## config.mk

```make
export PLATFORM = sky130hd
export DESIGN_NAME = regfile_mp_sb_flat
export DESIGN_NICKNAME = d
export VERILOG_FILES = /design/src/rtl/regfile_mp_sb_if.sv /design/src/rtl/regfile_mp_sb.sv /design/src/flat_wrapper.sv
export SDC_FILE = /design/constraint.sdc
export NUM_CORES = 2
export LEC_CHECK = 0
export CAP_MARGIN = 30
export CORE_UTILIZATION = 48
export CTS_BUF_LIST = sky130_fd_sc_hd__clkbuf_8
export CTS_CLUSTER_SIZE = 10
export DETAILED_ROUTE_END_ITERATION = 7
export SLEW_MARGIN = 0
export SYNTH_ARGS = -nofsm -noshare
export SYNTH_HDL_FRONTEND = slang
export SYNTH_SLANG_ARGS = --single-unit
```

## constraint.sdc

```tcl
create_clock -name clk -period 44 [get_ports clk]
set_input_delay 6.6 -clock clk [delete_from_list [all_inputs] [get_ports clk]]
set_output_delay 6.6 -clock clk [all_outputs]
set_load 0.05 [all_outputs]
```

## src/rtl/regfile_mp_sb_if.sv

```systemverilog
// Decode/writeback-side bus of the multi-port register file with scoreboard.
// master: decode/writeback pipeline stages; slave: the register file.
interface regfile_mp_sb_if #(
  parameter int WIDTH  = 32,
  parameter int ADDR_W = 5,
  parameter int NUM_RD = 2
);
  logic [NUM_RD*ADDR_W-1:0] rd_addr;
  logic [NUM_RD*WIDTH-1:0]  rd_data;
  logic [NUM_RD-1:0]        rd_busy;
  logic [NUM_RD-1:0]        rd_en;
  logic                     we;
  logic [ADDR_W-1:0]        wa;
  logic [WIDTH-1:0]         wd;
  logic                     iss_valid;
  logic [ADDR_W-1:0]        iss_addr;
  logic                     stall;
  logic [ADDR_W:0]          busy_cnt;

  modport master (
    output rd_addr, rd_en, we, wa, wd, iss_valid, iss_addr,
    input  rd_data, rd_busy, stall, busy_cnt
  );

  modport slave (
    input  rd_addr, rd_en, we, wa, wd, iss_valid, iss_addr,
    output rd_data, rd_busy, stall, busy_cnt
  );
endinterface

```

## src/rtl/regfile_mp_sb.sv

```systemverilog
// Multi-read-port register file with hardwired zero register and a per-register
// busy scoreboard (set at issue, cleared at writeback) driving the stall flag.
// Optional macro REGFILE_WB_BYPASS_EN: forward the writeback data/busy-clear to
// read ports in the same cycle.
module regfile_mp_sb #(
  parameter int WIDTH    = 32,
  parameter int ADDR_W   = 5,
  parameter int NUM_RD   = 2,
  parameter int ZERO_REG = 1
) (
  input logic           clk,
  input logic           rst,
  regfile_mp_sb_if.slave bus
);
  localparam int DEPTH = 2**ADDR_W;

  logic [WIDTH-1:0]             mem_q [DEPTH];
  logic [DEPTH-1:0]             busy_q, busy_d;
  logic [ADDR_W:0]              cnt_q, cnt_d;
  logic                         set_en, clr_en, inc, dec;
  logic [NUM_RD-1:0][WIDTH-1:0] rdata;
  logic [NUM_RD-1:0]            rbusy;
  logic [ADDR_W-1:0]            ra;

  // Register 0 is neither written nor marked busy when hardwired to zero.
  assign set_en = bus.iss_valid && !((ZERO_REG != 0) && (bus.iss_addr == '0));
  assign clr_en = bus.we        && !((ZERO_REG != 0) && (bus.wa == '0));

  // Scoreboard next state; a same-cycle issue wins over the writeback clear.
  always_comb begin
    busy_d = busy_q;
    if (clr_en) busy_d[bus.wa]       = 1'b0;
    if (set_en) busy_d[bus.iss_addr] = 1'b1;
    inc   = set_en && !busy_q[bus.iss_addr];
    dec   = clr_en && busy_q[bus.wa] && !(set_en && (bus.iss_addr == bus.wa));
    cnt_d = cnt_q + {{ADDR_W{1'b0}}, inc} - {{ADDR_W{1'b0}}, dec};
  end

  // Scoreboard bits and incremental busy counter.
  always_ff @(posedge clk or posedge rst) begin
    if (rst) begin
      busy_q <= '0;
      cnt_q  <= '0;
    end else begin
      busy_q <= busy_d;
      cnt_q  <= cnt_d;
    end
  end

  // Register storage, written at writeback.
  always_ff @(posedge clk or posedge rst) begin
    if (rst) begin
      for (int r = 0; r < DEPTH; r++) mem_q[r] <= '0;
    end else if (clr_en) begin
      mem_q[bus.wa] <= bus.wd;
    end
  end

  // Combinational read ports; zero-register and reset override everything.
  always_comb begin
    ra    = '0;
    rdata = '0;
    rbusy = '0;
    for (int k = 0; k < NUM_RD; k++) begin
      ra       = bus.rd_addr[k*ADDR_W +: ADDR_W];
      rdata[k] = mem_q[ra];
      rbusy[k] = busy_q[ra];
`ifdef REGFILE_WB_BYPASS_EN
      if (bus.we && (bus.wa == ra)) begin
        rdata[k] = bus.wd;
        rbusy[k] = bus.iss_valid && (bus.iss_addr == ra);
      end
`endif
      if (((ZERO_REG != 0) && (ra == '0)) || rst) begin
        rdata[k] = '0;
        rbusy[k] = 1'b0;
      end
    end
  end

  assign bus.rd_data  = rdata;
  assign bus.rd_busy  = rbusy;
  assign bus.stall    = |(rbusy & bus.rd_en);
  assign bus.busy_cnt = cnt_q;
endmodule

```

## src/flat_wrapper.sv

```systemverilog
// flat-port wrapper written by rule: the top's interface ports become plain ports
module regfile_mp_sb_flat 
#(
  parameter int WIDTH    = 32,
  parameter int ADDR_W   = 5,
  parameter int NUM_RD   = 2,
  parameter int ZERO_REG = 1
)
  (clk, rst, bus_rd_addr, bus_rd_en, bus_we, bus_wa, bus_wd, bus_iss_valid, bus_iss_addr, bus_rd_data, bus_rd_busy, bus_stall, bus_busy_cnt);
  regfile_mp_sb_if #(.WIDTH(WIDTH), .ADDR_W(ADDR_W), .NUM_RD(NUM_RD)) bus_i ();
  input logic clk;
  input logic rst;
  input wire logic [$bits(bus_i.rd_addr)-1:0] bus_rd_addr;
  input wire logic [$bits(bus_i.rd_en)-1:0] bus_rd_en;
  input wire logic [$bits(bus_i.we)-1:0] bus_we;
  input wire logic [$bits(bus_i.wa)-1:0] bus_wa;
  input wire logic [$bits(bus_i.wd)-1:0] bus_wd;
  input wire logic [$bits(bus_i.iss_valid)-1:0] bus_iss_valid;
  input wire logic [$bits(bus_i.iss_addr)-1:0] bus_iss_addr;
  output wire logic [$bits(bus_i.rd_data)-1:0] bus_rd_data;
  output wire logic [$bits(bus_i.rd_busy)-1:0] bus_rd_busy;
  output wire logic [$bits(bus_i.stall)-1:0] bus_stall;
  output wire logic [$bits(bus_i.busy_cnt)-1:0] bus_busy_cnt;
  assign bus_i.rd_addr = bus_rd_addr;
  assign bus_i.rd_en = bus_rd_en;
  assign bus_i.we = bus_we;
  assign bus_i.wa = bus_wa;
  assign bus_i.wd = bus_wd;
  assign bus_i.iss_valid = bus_iss_valid;
  assign bus_i.iss_addr = bus_iss_addr;
  assign bus_rd_data = bus_i.rd_data;
  assign bus_rd_busy = bus_i.rd_busy;
  assign bus_stall = bus_i.stall;
  assign bus_busy_cnt = bus_i.busy_cnt;
  regfile_mp_sb #(.WIDTH(WIDTH), .ADDR_W(ADDR_W), .NUM_RD(NUM_RD), .ZERO_REG(ZERO_REG)) u_core (.clk(clk), .rst(rst), .bus(bus_i));
endmodule
```

Yosys cells after proc, flatten, opt, wreduce, memory -nomap -nowiden
Index checks and enable logic that the tools add are counted.
{ "word_totals": {"register_bits": 1062, "inputBits": 58, "wordCells": 101} }
{ "op_classes": {"n_addsub": 2, "n_lt_le_gt_ge": 10, "eq_ne": 1, "muxes": 27, "n_bitwise": 7, "n_reduce_logical": 20} }
{ "op_table": {"columns": ["cell", "count"], "rows": [
  ["bitwise mux 1024 bit", 1],
  ["binary-select mux 32 bit (select 5 bit)", 2],
  ["two-way mux 32 bit", 9],
  ["demux 32 bit (select 5 bit)", 1],
  ["bitwise AND 32 bit", 1],
  ["NOT 32 bit", 1],
  ["OR 32 bit", 1],
  ["less-than comparator 5 x 6 -> 1 bit (second input constant)", 4],
  ["binary-select mux 1 bit (select 5 bit)", 4],
  ["logical NOT 5 bit", 4],
  ["greater-or-equal comparator 6 bit (second input constant)", 3],
  ["NOT 5 -> 6 bit", 3],
  ["demux 1 bit (select 5 bit)", 2],
  ["greater-or-equal comparator 5 x 1 -> 1 bit (second input constant)", 2],
  ["logical AND 1 bit", 9],
  ["two-way mux 1 bit", 8],
  ["adder 6 x 1 -> 6 bit", 1],
  ["less-than comparator 6 x 1 -> 1 bit (second input constant)", 1],
  ["subtractor 6 x 1 -> 6 bit", 1],
  ["equality test 5 bit", 1],
  ["logical NOT 1 bit", 4],
  ["bitwise AND 2 bit", 1],
  ["logical OR 1 bit", 2],
  ["OR reduction 2 bit", 1]
]} }

Logic depth before layout (Yosys ltp)
{ "depth": {"depth_word": 9, "mapped_depth": 15, "ltp_nobuf": 13} }

Worst setup path before layout
Ideal clock, no wire load.
{ "synth_timing": {"kind": "in2out", "start": "input rst", "end": "output bus_stall", "arrival_time_ns": 33.376, "required_ns": 37.400, "setup_slack_ns": 4.024, "stages": 5, "path_buffers": 0, "cell_sequence": "inv_1 -> nand2_1 -> o22ai_1 -> a211o_1 -> a22o_1"} }
{ "synth_via": {"elab_chain_cells": 4, "word_cells_on_any_way": 6, "cone_classes": "mux: 2; bitwise: 1; reduce/logical: 3"} }
{ "synth_lines": {"columns": ["element", "line_no", "rtl"], "rows": [
  ["from (decl)", "flat_wrapper.sv:12", "input logic rst;"],
  ["logical OR 1 bit", "regfile_mp_sb.sv:74", "if (((ZERO_REG != 0) && (ra == '0)) || rst) begin"],
  ["two-way mux 1 bit", "regfile_mp_sb.sv:74", null],
  ["named net bus_rd_busy[1]", "flat_wrapper.sv:21", "output wire logic [$bits(bus_i.rd_busy)-1:0] bus_rd_busy;"],
  ["bitwise AND 2 bit", "regfile_mp_sb.sv:83", "assign bus.stall = |(rbusy & bus.rd_en);"],
  ["OR reduction 2 bit", "regfile_mp_sb.sv:83", null],
  ["to (decl)", "flat_wrapper.sv:22", "output wire logic [$bits(bus_i.stall)-1:0] bus_stall;"]
]} }
The timed path passes the listed nets, and every way through them passes these cells.

Worst setup path in the final report
{ "layout_timing": {"start": "input bus_rd_addr[0]", "end": "output bus_rd_data[6]"} }
{ "layout_via": {"elab_chain_cells": 5, "word_cells_on_any_way": 7, "cone_classes": "mux: 4; bitwise: 1; reduce/logical: 2"} }
{ "layout_lines": {"columns": ["element", "line_no", "rtl"], "rows": [
  ["from (decl)", "flat_wrapper.sv:13", "input wire logic [$bits(bus_i.rd_addr)-1:0] bus_rd_addr;"],
  ["NOT 5 -> 6 bit (not written as such)", "regfile_mp_sb.sv:66", "rdata[k] = mem_q[ra];"],
  ["binary-select mux 32 bit (select 5 bit)", "regfile_mp_sb.sv:66", null],
  ["two-way mux 32 bit (not written as such) (2 in series)", "regfile_mp_sb.sv:66", null],
  ["two-way mux 32 bit *", "regfile_mp_sb.sv:74", null],
  ["to (decl)", "flat_wrapper.sv:20", "output wire logic [$bits(bus_i.rd_data)-1:0] bus_rd_data;"]
]} }
Every way passes the cells marked *; elsewhere a longest branch is shown, timed or not. The select of a mux whose other input is x is not followed.

==> qor.yml <==
run_status:
  status: "finished clean"
sta:
  fin_skew_ps: 30.5
  max_freq_mhz: 54.9
  finalSetupViolations: 0
  fin_setup_tns_ps: 0
  worst_pin_slew_ps: 1070
  final-hold-violation-count: 0
  fin_crit_ps: 18230
  maxSlewViolCount: 0
  rsz0062_at_grt: "no"
  min_period_over_period_pct: 41.4
  max-slew-margin-rel_pct: 28.4
clocking:
  cts_setup_buffers: 0
  cts_buffers: 185
  clk_path_buf_depth: 3
  cts_resized: 0
  clk_latency_ps: 910
  cts_tree: "yes"
  cts_htree_levels: 4
  cts.clk_slew.worst_paths_ps: 50
  cts_sinks: 1062
  root_buffer: "clkbuf_8"
  cts_hold_buf: 0
worst_setup_path:
  crit_chain: "buf_8 -> buf_4 -> buf_4 -> buf_16 -> buf_4 -> mux2_2 -> a21oi_1 -> o21ai_0 -> a21oi_1 -> or3_1 -> o31ai_1 -> clkdlybuf4s50_1"
  critPathBufInv: 6
  worst_path_max_delay_cell: "clkdlybuf4s50_1"
  worstPathMaxFanout: 81
  arrival_ps: 11630
  crit_path_start_kind: "input pin"
  required_ps: 37400
  cp_num_cells: 12
  crit_family: "buffers and inverters"
  reg2reg_depth: 12
  crit_type: "in2out"
  cp_common_cell: "buf_4"
  end_kind: "output pin"
  max_stage_delay_ps: 900
pwr:
  ir_drop_v: 0.0000361
  p_switching_uw: 840
  cell_internal_pwr_mw: 2.03
  switching_share_pct: 29.3
  clockPowerShare_pct: 32.9
  comb_power_share_pct: 21.5
  finalPower_mw: 2.87
  pwr-share-seq_pct: 45.5
  power.density_nw_per_um2: 44.5
  p_leak_nw: 28.3
detailed_routing:
  drt_wl_total_mm: 180
  antenna_left: 0
  wire_per_inst_um: 29.9
  drtPass1Iterations: 5
  viasPerCell: 6.52
  drt-initial-drc-count: 3263
  drc_errors: 0
  vias: 39300
place:
  gp_congestion: 0.797
  hpwl_mm: 98.5
  portBuffers: 130
  placed_area_um2: 60400
global_routing:
  use_met2_pct: 47.0
  gr-total-overflow: 0
  grt_max_degree: 161
  grt_pass1_wl_mm: 268
  grt.busiest_layer: "met2"
  antenna_found_initial: 5
  met1_usage_pct: 41.4
  met3_usage_pct: 5.36
  grt_pass1_vias: 39600
  grt_use_total_pct: 29.7
synth:
  yosys_warnings: 0
  synth_seq_area_share_pct: 46.0
  synthArstFlopShare_pct: 100
  syn_inst: 4307
  synth_area_per_cell_um2: 13.4
  synth_top_family_by_area: "multiplexers"
  ys_ff_latch: 1062
  syn_nets: 4372
  yosys.area_share.simple_pct: 1.70
  synth_area_um2: 57800
  synth_top_flop_cell: "dfrtp_1"
  synth-edff-count: 0
  synth_compound_area_share_pct: 8.24
  synth-xor-area-share_pct: 0.152
  synth_mux_area_share_pct: 39.9
  synthAdderAreaFrac_pct: 0.165
  synth_cell_types: 50
hold_path:
  hold_path_class: "reg2reg"
  min_path_cells: 0
finish:
  final_cell_mix: "1086 x mux2_2, 1062 x dfrtp_1, 390 x mux2i_1"
  syn_to_final_growth_pct: 11.5
  nets: 4338
  fin_area_um2: 64400
  mostFrequentLayoutCell: "mux2_2"
  layout-drive-gt1-share_pct: 41.4
  nFillCells: 9960
die:
  num_rows: 126
  die_area_um2: 122000
  fp.dieH_um: 349
  io-pin-count: 131
  coreArea_um2: 119000
  start_util_pct: 48.7
  die_x_um: 349
job:
  drv_cap: 0
worst paths after layout:
check | startpoint | to | slack [ps]
max | bus_rd_addr[0] | bus_rd_data[6] | 25770
min | u_core.mem_q[992]$_DFFE_PP0P_ | u_core.mem_q[992]$_DFFE_PP0P_ | 390
max reg2reg | u_core.busy_q[10]$_DFF_PP0_ | u_core.bus.busy_cnt[4]$_DFF_PP0_ | 40770
min reg2reg | u_core.mem_q[992]$_DFFE_PP0P_ | u_core.mem_q[992]$_DFFE_PP0P_ | 390
max in group asynchronous | rst | u_core.mem_q[165]$_DFFE_PP0P_ | 33860
min in group asynchronous | rst | u_core.mem_q[542]$_DFFE_PP0P_ | 6380
Yosys cell counts, types with 2 or more instances:
cell type | count | area, um^2
o22ai_1 | 130 | 813
nand3b_1 | 6 | 45.0
o221ai_1 | 130 | 1140
and3_1 | 2 | 12.5
inv_1 | 11 | 41.3
buf_1 | 25 | 93.8
or3_1 | 64 | 400
nand3_1 | 8 | 40.0
and3b_1 | 3 | 26.3
nor2_1 | 22 | 82.6
a22oi_1 | 4 | 30.0
nor2_2 | 2 | 12.5
nor3_1 | 4 | 20.0
a21oi_1 | 262 | 1310
o31ai_1 | 67 | 503
dfrtp_1 | 1062 | 26600
nor2b_1 | 5 | 31.3
a32o_1 | 5 | 50.1
nand4_1 | 2 | 12.5
buf_4 | 40 | 300
xnor2_1 | 6 | 52.6
buf_6 | 9 | 101
mux2_2 | 1086 | 12200
xor2_1 | 4 | 35.0
mux2_1 | 36 | 405
nor4_1 | 2 | 12.5
nand2_1 | 41 | 154
nand2b_1 | 4 | 25.0
mux2i_1 | 390 | 3900
clkbuf_1 | 233 | 875
o21ai_0 | 156 | 781
a22o_1 | 9 | 78.8
nor3b_1 | 3 | 22.5
nor3b_2 | 2 | 25.0
ha_1 | 6 | 75.1
mux4_2 | 288 | 6490
buf_2 | 165 | 826
cell families after synthesis:
logic type | Yosys count
adder cells (fa/ha/maj) | 7
XOR/XNOR | 10
flip-flops | 1062
buffers and inverters | 483
AND/OR/NAND/NOR | 176
multiplexers | 1800
AO/OA/AOI/OAI | 769
layer usage:
layer	vias to the layer above	share of wire (%)
li1	16500	-
met3	351	6.6
met1	21000	43
met5	-	0.0055
met2	1415	47
met4	2	2.9
metrics by stage:
step / hold slack (ps) / setup slack, ps / util [%] / instances
floorplan: 443 / 4020 / - / 4307
finish: 394 / 25770 / 54.3 / 6026
CTS: 398 / 25420 / 54.1 / 6018
global placement: 379 / 25440 / 50.3 / 5652
detailed placement: 384 / 25380 / 50.8 / 5680
global route: 407 / 25500 / 54.3 / 6025
flip-flops by register name (all words and copies together) (netlist names):
signal,count
u_core.mem_q,1024
u_core.busy_q,32
u_core.bus.busy_cnt,6
power groups by stage:
| stage | sequential, mW | combinational, mW | clock [mW] |
|---|---|---|---|
| after detailed placement | 1.32 | 0.616 | 0 |
| final | 1.31 | 0.618 | 0.943 |
| after global routing | 1.33 | 0.667 | 1.01 |
| after floorplan | 1.29 | 0.485 | 0 |
| after global placement | 1.31 | 0.598 | 0 |
| after CTS | 1.30 | 0.618 | 0.963 |
area by class of cell:
class | count | area [um^2] | area share [%]
Inverter | 11 | 48.8 | 0.0758
Multi-Input combinational cell | 2762 | 29100 | 45.2
Clock inverter | 91 | 484 | 0.752
Sequential cell | 1062 | 26600 | 41.3
Clock buffer | 247 | 3400 | 5.28
Antenna cell | 2 | 5.00 | 0.00777
Timing Repair Buffer | 251 | 2760 | 4.29
Tap cell | 1600 | 2000 | 3.11
worst register-to-register path: stages (launching register included):
cell and delay, ps:
dfrtp_1 440, mux4_2 510, mux4_2 500, a21oi_1 180, a311oi_1 100, ha_1 310
inv_1 40, ha_1 210, fa_1 430, a21oi_1 170, nor2_1 50, nor2_1 110
xnor2_1 120
Note: power is estimated with default switching activity, not from simulation.
